<file path="src/rtl/uart_tx_queue.sv">
// uart_tx_queue
// Byte FIFO and launch controller in front of the uart_tx serializer.
// Producers write bytes at up to one per clock. The controller hands them
// to uart_tx one frame at a time using the i_Tx_DV / o_Tx_Active /
// o_Tx_Done handshake, so producers never have to track serializer state.

module uart_tx_queue #(
    parameter int DEPTH_LOG2 = 4
) (
    input  logic                  i_Clock,
    input  logic                  i_Rst_L,
    input  logic                  i_Wr_DV,
    input  logic [7:0]            i_Wr_Byte,
    input  logic                  i_Clr_Ovf,
    output logic                  o_Full,
    output logic                  o_Empty,
    output logic [DEPTH_LOG2:0]   o_Count,
    output logic                  o_Overflow,
    output logic                  o_Tx_DV,
    output logic [7:0]            o_Tx_Byte,
    input  logic                  i_Tx_Active,
    input  logic                  i_Tx_Done
);

    localparam int DEPTH = 1 << DEPTH_LOG2;

    // Occupancy value that means "full": only the MSB of the counter set.
    localparam logic [DEPTH_LOG2:0]   COUNT_FULL = {1'b1, {DEPTH_LOG2{1'b0}}};
    localparam logic [DEPTH_LOG2:0]   COUNT_ONE  = (DEPTH_LOG2+1)'(1);
    localparam logic [DEPTH_LOG2-1:0] PTR_ONE    = DEPTH_LOG2'(1);

    typedef enum logic [1:0] {
        ST_IDLE      = 2'd0,
        ST_SEND      = 2'd1,
        ST_WAIT_DONE = 2'd2,
        ST_GAP       = 2'd3
    } state_t;

    state_t                  state_reg;
    state_t                  state_next;

    // Queue storage; no reset so it maps onto block RAM.
    logic [7:0]              mem [DEPTH];

    logic [DEPTH_LOG2-1:0]   wr_ptr_reg;
    logic [DEPTH_LOG2-1:0]   rd_ptr_reg;
    logic [DEPTH_LOG2:0]     count_reg;
    logic [DEPTH_LOG2:0]     count_next;
    logic                    full_reg;
    logic                    empty_reg;
    logic                    overflow_reg;
    logic                    act_d_reg;
    logic [7:0]              tx_byte_reg;

    logic                    wr_accept;
    logic                    wr_drop;
    logic                    ser_busy;
    logic                    pop;

    // Fullness is judged on the registered (pre-edge) flag, so a write
    // while full is dropped even if a pop frees a slot on the same edge.
    // Writes presented during reset are ignored.
    assign wr_accept = i_Rst_L & i_Wr_DV & ~full_reg;
    assign wr_drop   = i_Rst_L & i_Wr_DV &  full_reg;

    // uart_tx drops o_Tx_Active one cycle before it can accept a new
    // byte (its cleanup cycle), so the delayed copy extends the busy window.
    assign ser_busy  = i_Tx_Active | act_d_reg;

    // The only pop point: the IDLE->SEND transition.
    assign pop       = (state_reg == ST_IDLE) & ~empty_reg & ~ser_busy;

    // Occupancy after this edge: a write and a pop together cancel out.
    always_comb begin
        count_next = count_reg;
        case ({wr_accept, pop})
            2'b10:   count_next = count_reg + COUNT_ONE;
            2'b01:   count_next = count_reg - COUNT_ONE;
            default: count_next = count_reg;
        endcase
    end

    // Queue storage write port; the array has no reset, only the pointers do.
    always_ff @(posedge i_Clock) begin
        if (wr_accept) begin
            mem[wr_ptr_reg] <= i_Wr_Byte;
        end
    end

    // Registered read port: the head byte is captured into o_Tx_Byte on a pop
    // and held until the next pop.
    always_ff @(posedge i_Clock) begin
        if (!i_Rst_L) begin
            tx_byte_reg <= 8'h00;
        end else if (pop) begin
            tx_byte_reg <= mem[rd_ptr_reg];
        end
    end

    // Pointers wrap naturally modulo the queue depth; occupancy is tracked
    // separately so full and empty are never ambiguous.
    always_ff @(posedge i_Clock) begin
        if (!i_Rst_L) begin
            wr_ptr_reg <= '0;
            rd_ptr_reg <= '0;
            count_reg  <= '0;
            full_reg   <= 1'b0;
            empty_reg  <= 1'b1;
        end else begin
            if (wr_accept) begin
                wr_ptr_reg <= wr_ptr_reg + PTR_ONE;
            end
            if (pop) begin
                rd_ptr_reg <= rd_ptr_reg + PTR_ONE;
            end
            count_reg <= count_next;
            full_reg  <= (count_next == COUNT_FULL);
            empty_reg <= (count_next == '0);
        end
    end

    // Sticky overflow flag; a dropped write beats a clear on the same edge.
    always_ff @(posedge i_Clock) begin
        if (!i_Rst_L) begin
            overflow_reg <= 1'b0;
        end else if (wr_drop) begin
            overflow_reg <= 1'b1;
        end else if (i_Clr_Ovf) begin
            overflow_reg <= 1'b0;
        end
    end

    // One-cycle delayed copy of the serializer's active flag.
    always_ff @(posedge i_Clock) begin
        if (!i_Rst_L) begin
            act_d_reg <= 1'b0;
        end else begin
            act_d_reg <= i_Tx_Active;
        end
    end

    // Launch FSM state register.
    always_ff @(posedge i_Clock) begin
        if (!i_Rst_L) begin
            state_reg <= ST_IDLE;
        end else begin
            state_reg <= state_next;
        end
    end

    // Launch FSM next state. Done pulses outside WAIT_DONE are ignored.
    always_comb begin
        state_next = state_reg;
        case (state_reg)
            ST_IDLE: begin
                if (pop) begin
                    state_next = ST_SEND;
                end
            end
            ST_SEND: begin
                state_next = ST_WAIT_DONE;
            end
            ST_WAIT_DONE: begin
                if (i_Tx_Done) begin
                    state_next = ST_GAP;
                end
            end
            ST_GAP: begin
                state_next = ST_IDLE;
            end
            default: begin
                state_next = ST_IDLE;
            end
        endcase
    end

    // Launch FSM outputs: the data-valid pulse is exactly the SEND cycle.
    always_comb begin
        o_Tx_DV = 1'b0;
        if (state_reg == ST_SEND) begin
            o_Tx_DV = 1'b1;
        end
    end

    assign o_Tx_Byte  = tx_byte_reg;
    assign o_Count    = count_reg;
    assign o_Full     = full_reg;
    assign o_Empty    = empty_reg;
    assign o_Overflow = overflow_reg;

endmodule

</file>
<file path="config.mk">
export PLATFORM = sky130hd
export DESIGN_NAME = uart_tx_queue
export DESIGN_NICKNAME = d
export VERILOG_FILES = /design/src/rtl/uart_tx_queue.sv
export SDC_FILE = /design/constraint.sdc
export NUM_CORES = 1
export LEC_CHECK = 0
export ABC_AREA = 1
export BUFFER_PORTS_ARGS = -buffer_cell sky130_fd_sc_hd__buf_2
export CAP_MARGIN = 10
export CORE_MARGIN = 3
export CORE_UTILIZATION = 50
export DETAILED_ROUTE_END_ITERATION = 12
export GPL_TIMING_DRIVEN = 0
export HOLD_SLACK_MARGIN = 0.05
export PLACE_DENSITY = 0.69
export SYNTH_ARGS = -nofsm -noshare
export SYNTH_HDL_FRONTEND = slang
export SYNTH_SLANG_ARGS = --single-unit
</file>
<file path="constraint.sdc">
create_clock -name i_Clock -period 5.2 [get_ports i_Clock]
set_input_delay 1.04 -clock i_Clock [delete_from_list [all_inputs] [get_ports i_Clock]]
set_output_delay 1.04 -clock i_Clock [all_outputs]
set_load 0.01 [all_outputs]
</file>
# After elaboration in Yosys (flattened, before gate mapping)
# Memories as Yosys holds them, arrays and structs flattened. A register that Yosys moved wholly into a read port is not among the register bits.
# Index checks and enable logic that the tools add are counted.
[word_totals] register_bits=19 ramBits=128 in_bits=14 output_inout_bits=17 word_cells=44 mem_count=1
[mem_list] memory="mem" words=16 width=8 read_ports=1 rd_clocked_by_memory_dff=1 wr=1 line="43" rtl="logic [7:0] mem [DEPTH];"
[op_classes] n_addsub=4 eq_ne=8 n_mux=9 bitwise_logic=9 reduce_logical=5
[op_table] cell="5-bit one-hot mux with 2 select lines" n=1
[op_table] cell="4-bit by 1-bit adder with 4-bit output (second input constant)" n=2
[op_table] cell="2-bit one-hot mux with 4 select lines" n=1
[op_table] cell="2-bit equality test (second input constant)" n=3
[op_table] cell="5-bit by 1-bit adder with 5-bit output (second input constant)" n=1
[op_table] cell="1-bit bitwise AND" n=5
[op_table] cell="5-bit equality test (second input constant)" n=1
[op_table] cell="5-bit zero test" n=1
[op_table] cell="1-bit two-way mux" n=5
[op_table] cell="5-bit by 1-bit subtractor with 5-bit output (second input constant)" n=1
[op_table] cell="2-bit by 1-bit equality test with 1-bit output (second input constant)" n=2
[op_table] cell="2-bit two-way mux" n=2
[op_table] cell="2-bit inequality test (second input constant)" n=2
[op_table] cell="1-bit NOT" n=3
[op_table] cell="2-bit zero test" n=1
[op_table] cell="2-bit AND reduction" n=1
[op_table] cell="2-bit nonzero test" n=1
[op_table] cell="1-bit zero test" n=1
[op_table] cell="1-bit bitwise OR" n=1

# Longest topological paths before layout
[logic_depth] word_depth=6 mapped_depth=22 mapped_depth_nobuf=21

# Worst setup path after synthesis
# OpenSTA, ideal clock, no wires.
[synth_path] path_type="input -> register" start="in i_Rst_L" end="reg empty_reg (netlist: o_Empty)" setup_time_ps=70 arrival_time_ps=2646 required_ps=5130 slack_ps=2484 stages=13 path_buffers=1 cell_sequence="buf_4 -> inv_2 -> nor2_4 -> inv_2 -> ha_1 -> nor2_1 -> nor2_2 -> ha_1 -> mux2i_1 -> nand2_1 -> nor2_1 -> nand3_1 -> o21bai_1"
[synth_between] elab_chain_len=5 elab_cells_between_ends=6 cone_classes="2 x eq/ne; 1 x mux; 2 x bitwise; 1 x reduce/logical"
[synth_rtl] item="start, declared" line="11" rtl="input logic i_Rst_L,"
[synth_rtl] item="1-bit bitwise AND (2 in series)" line="63" rtl="assign wr_accept = i_Rst_L & i_Wr_DV & ~full_reg;"
[synth_rtl] item="2-bit by 1-bit equality test with 1-bit output or 2-bit equality test (tied branches)" line="76" rtl="case ({wr_accept, pop})"
[synth_rtl] item="5-bit one-hot mux with 2 select lines" line="76"
[synth_rtl] item="5-bit zero test" line="118" rtl="empty_reg <= (count_next == '0);"
[synth_rtl] item="end signal, assigned" line="118"
[synth_rtl] item="end, declared" line="50" rtl="logic empty_reg;"
# Several ways; a longest one is shown, not always the timed one.
# A chain may end at the register's enable or synchronous reset.

# Worst setup path after layout
[layout_path] start="in i_Tx_Active" end="reg empty_reg (netlist: o_Empty)"
[layout_between] elab_chain_len=6 elab_cells_between_ends=7 cone_classes="2 x eq/ne; 1 x mux; 3 x bitwise; 1 x reduce/logical"
[layout_rtl] item="start, declared" line="21" rtl="input logic i_Tx_Active,"
[layout_rtl] item="1-bit bitwise OR (*)" line="68" rtl="assign ser_busy = i_Tx_Active | act_d_reg;"
[layout_rtl] item="1-bit NOT (*)" line="71" rtl="assign pop = (state_reg == ST_IDLE) & ~empty_reg & ~ser_busy;"
[layout_rtl] item="1-bit bitwise AND (*)" line="71"
[layout_rtl] item="net pop" line="58" rtl="logic pop;"
[layout_rtl] item="2-bit by 1-bit equality test with 1-bit output or 2-bit equality test (tied branches)" line="76"
[layout_rtl] item="5-bit one-hot mux with 2 select lines (*)" line="76"
[layout_rtl] item="5-bit zero test (*)" line="118"
# The timed path passes the listed nets; every way through them passes the cells marked *.

==> run_results.csv <==
group,metric,value,unit
route,dr.pass1.iters,5,
clock_tree,clock_latency,0.43,ns
route,vias_per_cell,5.53,
setup_path,worstSetupPathType,"in -> reg",
route,avgRoutedWirePerCell,18.4,µm
placement,place.gp.congestion,0.879,
setup_path,crit_required,5.56,ns
floorplan,die_h,122,µm
layout,largest_register,"mem",
pwr,clockPowerShare,0.393,
clock_tree,postCtsHoldBufs,0,
global_routing,overflow,0,
timing,relSlewSlack,0.423,
synthesis,synth_cells,584,
pwr,switching_share,0.260,
timing,report.final.setup_viol,0,
timing,rsz0062_at_grt,"no",
placement,dp_hpwl,10300,µm
floorplan,rows,41,
clock_tree,cts.reportedPaths.clkPinSlew,0.06,ns
setup_path,crit_buf_inv,6,
setup_path,cpMostUsedCell,"nand2_1",
timing,tightest_slew,0.862,ns
timing,setup_ws,2.31,ns
route,antenna_left,0,
route,drtIter0Drc,402,
timing,skew,0.0100,ns
synthesis,synth_seq_area_share,0.657,
clock_tree,cts_root_buf,"clkbuf_16",
global_routing,grt.total_usage,0.217,
setup_path,cp_cell_sequence,"buf_2, nor2_1, nand2_1, inv_1, buf_2, ha_1, nand2_1, inv_1, nor2_2, ha_1, inv_1, nand2_1, inv_1, nand2_1, nand3_1, nand2_1, nor2_1, nand3_1, o21bai_1",
setup_path,cpMaxStageDelayCell,"ha_1",
setup_path,crit_path_max_incr_delay,0.33,ns
timing,hold_viol_final,0,
layout,nFillCells,1036,
floorplan,initial_core_util,0.520,
pwr,ir_drop,0.282,mV
timing,fin_crit_sh,0.555,
clock_tree,cts_tree,"done",
flow_run,max_cap_violations,0,
global_routing,grt_pass1_wl,23600,µm
timing,period_minus_slack,2.89,ns
clock_tree,clkSinkCount,155,
layout,final_common_cell,"edfxtp_1",
timing,slew_viol_final,0,
layout,nets,659,
synthesis,synth_fp_nets,611,
synthesis,yosysUniqueCellTypes,34,
pwr,combPwrFrac,0.157,
placement,port_buffers,29,
setup_path,startpoint_type,"primary input",
route,finalWirelength,15000,µm
pwr,p_seq_frac,0.450,
timing,max_freq,346,MHz
synthesis,ys_warn_count,0,
layout,largest_register_ffs,128,
pwr,p_per_area,409,nW/µm²
floorplan,dieArea,14800,µm²
outcome,status,"completed",
floorplan,ios,31,
clock_tree,post_cts_buffers,0,
route,post-route-drc-count,0,
pwr,p_leak,0.00284,µW
synthesis,synth_enable_flop_cells,128,
setup_path,path_max_fanout,11,
clock_tree,cts.htree.levels,4,
pwr,p_int,2310,µW
floorplan,die_x,122,µm
layout,final_cell_mix,"edfxtp_1, nor2_1, nand2_1, inv_1, o21ai_1",
min_path,hold_path.class,"reg -> reg",
global_routing,grt_pass1_vias,4341,
clock_tree,clock_path_buffers,2,
setup_path,endpoint_kind,"flip-flop",
clock_tree,cts_made_buffers,17,
global_routing,grt_antenna_before_repair,0,
synthesis,syn-cell-area,6670,µm²
placement,place_ws,1.93,ns
layout,syn_to_final_growth,14.2,%
synthesis,syn_avg_cell_area,11.4,µm²
route,vias,4516,
timing,finalSetupTns,0,ns
synthesis,ys_ff_latch,155,
synthesis,async_flop_share,0,
setup_path,critPathTopFamily,"simple AND/OR/NAND/NOR gates",
layout,final_layout_size_suffix_gt1_frac,0.191,
clock_tree,cts_resized,0,
layout,n_antenna_cell,0,
pwr,p_switching,810,µW
global_routing,grt_max_degree,17,
synthesis,synthFlopType,"edfxtp_1",
setup_path,critPathArrivalTime,3.24,ns
floorplan,core,12800,µm²
[stage by stage]
stage,instances,power (µW),hold WS (ns),instance area [µm²],util
6_report,817,3120,0.455,7620,0.594
5_1_grt,817,3230,0.479,7620,0.594
4_1_cts,817,3120,0.458,7620,0.594
3_5_place_dp,785,1910,0.448,7030,0.548
3_3_place_gp,785,1900,0.445,7030,0.548
2_1_floorplan,584,1760,0.477,6670,-
[Yosys cell counts (4+ instances only)]
cell type	instances	area [µm²]
inv_1	47	176
dfxtp_1	27	541
o211ai_1	24	180
buf_6	6	67.6
a21oi_1	27	135
o211ai_2	8	100
o21ai_2	8	70.1
ha_1	13	163
o21ai_0	20	100
nor2_2	17	106
o21ai_1	40	200
nand3_1	32	160
inv_2	4	15.0
nor2_1	93	349
buf_4	10	75.1
edfxtp_1	128	3840
buf_2	8	40.0
nand2_1	53	199
[final timing paths]
| path | from | to | slack [ns] | depth (start not counted) |
|---|---|---|---|---|
| setup / recovery | i_Tx_Active | o_Empty | 2.31 | 19 |
| hold / removal | o_Overflow | o_Overflow | 0.46 | 2 |
| setup reg to reg | state_reg[0] | o_Empty | 2.41 | 21 |
| hold reg to reg | o_Overflow | o_Overflow | 0.46 | 2 |
[metal layers]
metal	share of wire	routed length (µm)	track usage
met3	0.060	904	0.0443
met2	0.50	7440	0.342
met4	0.027	407	0.100
met1	0.42	6240	0.291
met5	0	0	0
[worst reg2reg max path, cell delays in order (launching register included)]
cell      delay, ns
dfxtp_1        0.31
inv_1          0.11
ha_1           0.17
inv_1          0.05
nor2_1         0.08
nand2_1        0.12
inv_1          0.11
buf_2          0.26
ha_1           0.33
nand2_1        0.08
inv_1          0.09
nor2_2         0.05
ha_1           0.18
inv_1          0.05
nand2_1        0.07
inv_1          0.06
nand2_1        0.05
nand3_1        0.08
nand2_1        0.05
nor2_1         0.13
nand3_1        0.14
o21bai_1       0.15
[cells by family after synthesis]
group | Yosys count | synth area share
XOR/XNOR | 2 | 0.00263
adder cells (fa/ha/maj) | 13 | 0.0244
AND/OR/NAND/NOR | 200 | 0.127
AO/OA/AOI/OAI | 131 | 0.122
flip-flops | 155 | 0.657
buffers and inverters | 82 | 0.0647
multiplexers | 1 | 0.00150
[power groups by stage]
stage               Combinational [µW]  Sequential (µW)  Clock (µW)
global placement                   473             1420           0
floorplan                          326             1430           0
global route                       543             1400        1290
CTS                                488             1400        1230
detailed placement                 486             1430           0
finish                             490             1400        1230
[final cells by class]
cell class	instances	area [µm²]	share of cell area
well taps	172	215	0.0282
repair buffers	29	145	0.0191
multi-input cells	347	1860	0.244
inverters	53	201	0.0264
flip-flops and latches	155	4380	0.575
plain buffers	29	230	0.0302
clock inverters	11	146	0.0192
clock buffers	21	440	0.0578
Power figures use the tool's default switching activity.
